## src/rtl/enoc_input_unit.sv

```systemverilog
// Router input unit: circular flit FIFO with head-of-line switch request.
// Dequeues when the switch grants the output port named by the head flit.
module enoc_input_unit #(
  parameter int M     = 5,
  parameter int WIDTH = 32,
  parameter int DEPTH = 4
) (
  input  logic                       clk,
  input  logic                       reset,
  input  logic                       ce,
  input  logic [WIDTH-1:0]           i_data,
  input  logic [$clog2(M)-1:0]       i_dest,
  input  logic                       i_valid,
  output logic                       o_en,
  output logic [0:M-1]               o_output_req,
  input  logic [0:M-1]               i_output_grant,
  output logic [WIDTH-1:0]           o_data,
  output logic [$clog2(DEPTH):0]     o_count,
  output logic                       o_overflow
);

  localparam int DESTW = $clog2(M);
  localparam int PW    = $clog2(DEPTH);
  localparam int CW    = PW + 1;
  localparam int DW    = WIDTH + DESTW;

  logic [DW-1:0]    mem_q [DEPTH];
  logic [PW-1:0]    wr_ptr_q, wr_ptr_d;
  logic [PW-1:0]    rd_ptr_q, rd_ptr_d;
  logic [CW-1:0]    count_q, count_d;
  logic             ovf_q, ovf_d;

  logic [DW-1:0]    head;
  logic [DESTW-1:0] head_dest;
  logic             nonempty;
  logic             grant_hit;
  logic             we;
  logic             deq;

  assign head      = mem_q[rd_ptr_q];
  assign head_dest = head[DESTW-1:0];
  assign nonempty  = (count_q != '0);

  assign o_en       = (count_q != CW'(DEPTH));
  assign o_data     = head[DW-1:DESTW];
  assign o_count    = count_q;
  assign o_overflow = ovf_q;

  // Out-of-range destinations never request, so they can never be granted.
  always_comb begin
    o_output_req = '0;
    for (int i = 0; i < M; i++) begin
      o_output_req[i] = nonempty && (head_dest == DESTW'(i));
    end
  end

  assign grant_hit = |(o_output_req & i_output_grant);
  assign we        = ce & i_valid & o_en;
  assign deq       = ce & grant_hit;

  always_comb begin
    wr_ptr_d = wr_ptr_q;
    rd_ptr_d = rd_ptr_q;
    count_d  = count_q;
    ovf_d    = ovf_q | (ce & i_valid & ~o_en);
    if (we) begin
      wr_ptr_d = wr_ptr_q + PW'(1);
    end
    if (deq) begin
      rd_ptr_d = rd_ptr_q + PW'(1);
    end
    unique case ({we, deq})
      2'b10:   count_d = count_q + CW'(1);
      2'b01:   count_d = count_q - CW'(1);
      default: count_d = count_q;
    endcase
  end

  always_ff @(posedge clk or posedge reset) begin
    if (reset) begin
      wr_ptr_q <= '0;
      rd_ptr_q <= '0;
      count_q  <= '0;
      ovf_q    <= 1'b0;
    end else begin
      wr_ptr_q <= wr_ptr_d;
      rd_ptr_q <= rd_ptr_d;
      count_q  <= count_d;
      ovf_q    <= ovf_d;
    end
  end

  // Storage is deliberately left uncleared by reset.
  always_ff @(posedge clk) begin
    if (we) begin
      mem_q[wr_ptr_q] <= {i_data, i_dest};
    end
  end

endmodule

```

## config.mk

```make
export PLATFORM = sky130hd
export DESIGN_NAME = enoc_input_unit
export DESIGN_NICKNAME = d
export VERILOG_FILES = /design/src/rtl/enoc_input_unit.sv
export SDC_FILE = /design/constraint.sdc
export NUM_CORES = 1
export LEC_CHECK = 0
export ABC_AREA = 0
export BUFFER_PORTS_ARGS = -buffer_cell sky130_fd_sc_hd__buf_4
export CAP_MARGIN = 0
export CORE_MARGIN = 5
export CORE_UTILIZATION = 60
export CTS_CLUSTER_DIAMETER = 200
export CTS_CLUSTER_SIZE = 20
export DETAILED_ROUTE_END_ITERATION = 10
export GPL_TIMING_DRIVEN = 1
export PLACE_DENSITY = 0.88
export SYNTH_ARGS = -nofsm -noshare
export SYNTH_HDL_FRONTEND = slang
export SYNTH_SLANG_ARGS = --single-unit
```

## constraint.sdc

```tcl
create_clock -name clk -period 8.5 [get_ports clk]
set_clock_uncertainty 0.1 [all_clocks]
set_input_delay 1.7 -clock clk [delete_from_list [all_inputs] [get_ports clk]]
set_output_delay 1.7 -clock clk [all_outputs]
set_load 0.02 [all_outputs]
```

-- Yosys cells after proc, flatten, opt, wreduce, memory -nomap -nowiden
Memories as Yosys holds them, arrays and structs flattened.
Cells that the tools add are included.
- equality and inequality tests: 7
- bitwise gates (word level): 7
- add/sub/neg operators: 4
- reductions and logical operators: 9
- muxes and demuxes: 3
- operators by type and width (operator ; number):
    3-bit by 2-bit equality test with 1-bit output, second input constant ; 2
    3-bit one-hot mux with 2 select lines ; 1
    5-bit bitwise AND ; 1
    1-bit logical AND ; 5
    5-bit OR reduction ; 1
    2-bit by 1-bit adder with 2-bit output, second input constant ; 2
    1-bit bitwise AND ; 4
    3-bit by 1-bit adder with 3-bit output, second input constant ; 1
    3-bit by 1-bit equality test with 1-bit output, second input constant ; 1
    3-bit equality test, second input constant ; 1
    3-bit zero test ; 1
    3-bit != test, second input constant ; 1
    3-bit nonzero test ; 1
    3-bit by 1-bit subtractor with 3-bit output, second input constant ; 1
    2-bit by 1-bit equality test with 1-bit output, second input constant ; 1
    2-bit equality test, second input constant ; 1
    1-bit two-way mux ; 2
    2-bit nonzero test ; 1
    1-bit NOT ; 1
    1-bit bitwise OR ; 1
- register bits: 8
- memories: 1
- word-level logic and storage cells: 35
- RAM bits: 140
- memory list (name ; depth ; width ; read ports ; clocked after Yosys merged registers in ; write ports ; RTL line ; RTL):
    mem_q ; 4 ; 35 ; 1 ; 0 ; 1 ; 27 ; logic [DW-1:0] mem_q [DEPTH];

-- Depth between registers and ports, before layout
An unclocked memory read counts as a cell.
- word-level depth: 8
- mapped depth: 13

-- Worst setup path before layout
No wires, ideal clock.
- path kind: input to register
- start point: in ce
- end point: mem mem_q[0][0] in the netlist's numbering (enable)
- slack: 4808 ps
- arrival: 3196 ps
- stages on the path: 4
- path through: clkbuf_1 and3_1 clkbuf_1 and2_1
- longest elaborated chain between the ends: 4
- RTL lines (what ; RTL line ; RTL):
    from (decl) ; 10 ; input logic ce,
    1-bit bitwise AND (2 in series) ; 58 ; assign we = ce & i_valid & o_en;
    1-bit two-way mux ; 95 ; if (we) begin
    1-bit two-way mux (implied by the code) ; 96 ; mem_q[wr_ptr_q] <= {i_data, i_dest};
    to (decl) ; 27 ;
No other way between the ends.

-- Worst setup path in the final report
- start point: reg rd_ptr_q[1]
- end point: out o_output_req[1] in the netlist's numbering
- longest elaborated chain between the ends: 3
- RTL lines (what ; RTL line ; RTL):
    from (decl) ; 29 ; logic [PW-1:0] rd_ptr_q, rd_ptr_d;
    from (signal assigned) ; 87 ; rd_ptr_q <= rd_ptr_d;
    memory read 4 x 35 bit ; n/a ;
    3-bit by 1-bit equality test with 1-bit output ; 53 ; o_output_req[i] = nonempty && (head_dest == DESTW'(i));
    1-bit logical AND ; 53 ;
    to (decl) ; 15 ; output logic [0:M-1] o_output_req,
No other way between the ends.

==> run summary <==
The flow ran to the end, and the final reports show no timing, DRC or antenna violations. The share of post-route cells with drive strength above 1 works out to 41.0%. Measured against its own limit, the worst slew margin works out to 27.1%. The region available for standard cell placement spans 9640 sq um. Global routing consumed, over all layers together, 19.8% of the routing resources. The quantity of I/O buffers inserted on ports is 85, and the cell count after synthesis is 288. For the finished layout, the period the worst path requires is 4520 ps. In the finished design, the share of the clock period the worst path needs comes to 53.2%.

After clock tree synthesis, the repair step resized 0 gates. Once placement completed, the tool counted placed cells totaling 494. The detailed-router iteration count before antenna repair was 4. The number of flops mapped to enable cells by yosys came out at 140.

Terminus of the critical flop-to-flop path: o_count[2]$_DFFE_PP0P_. Maximum root-to-sink buffer count: 2. For this run, the top clock speed supported by timing is 221 MHz. The clock tree synthesis step divided the H-tree into 4 levels. The classification of the worst setup path was flop to output pin. The tools report the capture point of the worst path as o_output_req[1]. The logs give 0 for the final-report hold violation count and 0 for the post-CTS repair timing setup buffer count. Combinational logic burns 28.1% of the power. The worst reg2reg path startpoint is rd_ptr_q[1]$_DFFE_PP0P_. The worst-case setup margin in the final layout is 3980 ps. The delay contributed by the slowest stage of the critical path is 1080 ps. The die width is 109 um. Final worst hold slack: 366 ps. Clock tree synthesis found a total of 148 sinks.

The quantity of hold-fixing buffers added after cts is 0. The average wire per standard cell was 20.2 um; the number of top-level pins was 86. Cell area after synthesis: 5860 sq um. The tree is rooted in a clkbuf_8. After layout, the design draws a total of 2.39 mW. Across all layers, the routed design uses 2,955 vias.

In the final timing run, aggregate negative setup slack is 0 ps. After synthesis, the netlist uses 48 different library cells. Initial antenna violation count: 0.

The clock slew seen by the registers of the worst setup and hold paths came out at 70 ps. The class of the tightest hold or removal check was flop to flop. The run gives 17 as the total CTS buffers. The via count of the first global-routing pass came out at 3,191. The number of antenna-violating nets in the routed design is 0, and the post-layout net count is 430. The switching power total was 739 uW. After global routing the overflow that remains totals 0. In the layout the commonest cells are edfxtp_1 (140), buf_4 (86), mux4_2 (33).

Counting flops with an async set or reset pin after synthesis yields a share of 5.41%. The cell-internal power was 1.65 mW; the number of diodes added for antenna fixing was 0. For this run, the number of Yosys warnings is 0. The setup slack on the worst flop-to-flop path was 5070 ps; the count of routing violations after the opening detailed-route iteration was 223.

The weighted congestion at the end of routability-driven global placement is 0.868, and the net count of the mapped netlist is 338. Detailed placement finished with a half-perimeter wire length of 6360 um. STA classifies the critical path endpoint as an output pin.

The logs give 30.8% for the clock power share and 16,900 um for the wire length of the first global-routing pass. The total die area was 11,800 sq um. Among all stages on the critical path, the largest delay is contributed by dfrtp_2. Worst supply voltage drop on vdd: 0.213 mV. Of all nets on the critical path, the largest fanout is 52. For the worst-skew pair, the clock arrives at the later sink with an insertion delay of 500 ps.

Setup violations remaining at the end of the flow were counted as 0. Synthesis inferred 148 register bits. Averaged over all synthesized cells, the footprint is 20.4 sq um. Sequential cells burn 41.1% of the power. The flip-flop cell with the highest count after synthesis is edfxtp_1.

TritonCTS built the clock tree. Commonest non-fill, non-tap cell in the layout: edfxtp_1. The signal on the critical path passes through mux4_2 > or2_0 > nor2_1 > buf_4.

The number of cells on the worst reg-to-reg path came out at 10. The worst slack at placement is 4470 ps, and the number of max-slew violations in the final report is 0. The switching part of the total works out to 30.9%. For the worst setup path, the data arrival time is 2720 ps. Across the run, the number of max-cap violations was 0. After detailed routing, the number of vias per cell comes to 5.62. The count of unresolved DRC violations after routing came out at 0.

In this run the static leakage power is 2.62 nW. For the critical path required time, the log shows 6700 ps. The slew at the pin closest to its max-slew limit was 1090 ps; the total wire length after detailed routing was 10,600 um. The critical path startpoint category was a flop.

Tracing the worst setup path back leads to its startpoint at rd_ptr_q[1]$_DFFE_PP0P_. The startpoint identified for the worst hold timing path is o_overflow$_DFF_PP0_. From synthesis to final layout, the design area changed by 23.1%. The logs give 53 for the pin count of the biggest net entering global routing and 60.8% for the starting density of the core.

The run gives 36 as the floorplan row count. The finished layout holds 526 standard cells, fillers aside. The die is 109 um tall.

The power density relative to cell area is 331 nW/um^2, and the sequential share of the synthesized area is 75.1%. Setup repair after global routing left no endpoint under its margin.
cell usage after synthesis (3+ instances only):
cell / instances / area [sq um]
a211oi_1: 3 / 22.5
ha_1: 5 / 62.6
clkbuf_1: 3 / 11.3
nor2_1: 11 / 41.3
mux4_2: 33 / 743
nand2_1: 6 / 22.5
dfrtp_1: 8 / 200
and2_1: 4 / 25.0
mux2i_1: 3 / 30.0
edfxtp_1: 140 / 4200
buf_2: 6 / 30.0
nor3_1: 3 / 15.0
inv_1: 13 / 48.8
per-layer routing:
layer	global-route usage [%]	share of wire, %
met5	0	0
met4	6.76	1.3
met2	32.7	51
met3	6.45	8.6
met1	25.0	39
critical path: cells and delay by family, from the launching register on:
kind	cells	cell delay, ps
buffers and inverters	1	150
flip-flops	1	1080
multiplexers	1	450
AND/OR/NAND/NOR	2	500
layout make-up:
type	instances	area, sq um
timing repair buffer	86	646
fill	570	2420
inverter	13	48.8
sequential	148	4410
multi-input combinational	114	1350
tap	133	166
clock buffer	17	414
clock inverter	15	188
cells by family after synthesis:
| kind of cell | Yosys count | share of synthesized area (%) |
|---|---|---|
| flops | 148 | 75.1 |
| buf+inv | 26 | 1.94 |
| xor+xnor | 4 | 0.598 |
| compound gates | 24 | 3.14 |
| mux | 39 | 13.8 |
| fa+ha+maj | 6 | 1.41 |
| simple gates | 41 | 3.97 |
power groups by stage:
stage | combinational [mW] | sequential (mW) | clock [mW]
after global placement | 0.668 | 0.992 | 0
after global routing | 0.723 | 0.998 | 0.792
after floorplan | 0.482 | 0.945 | 0
final | 0.671 | 0.982 | 0.736
after detailed placement | 0.678 | 0.999 | 0
after CTS | 0.682 | 0.986 | 0.746
through the flow:
step           cell area, sq um  util [%]
2_1_floorplan              5860         -
3_3_place_gp               6620      68.7
3_5_place_dp               6620      68.7
4_1_cts                    7220      74.9
5_1_grt                    7220      74.9
6_report                   7220      74.9
worst min path at each step:
stage	slack (ps)	cells past startpoint	endpoint
6_report	370	1	o_overflow$_DFF_PP0_
5_1_grt	380	1	o_overflow$_DFF_PP0_
4_1_cts	370	1	o_overflow$_DFF_PP0_
3_5_place_dp	360	1	o_overflow$_DFF_PP0_
3_3_place_gp	350	1	o_overflow$_DFF_PP0_
2_1_floorplan	480	1	o_overflow$_DFF_PP0_
sequential cells by signal, summed over array words and instances, names as in the netlist:
| name | cells |
|---|---|
| mem_q | 140 |
| o_count | 3 |
| o_overflow | 1 |
| rd_ptr_q | 2 |
| wr_ptr_q | 2 |
Power figures use the tool's default switching activity.
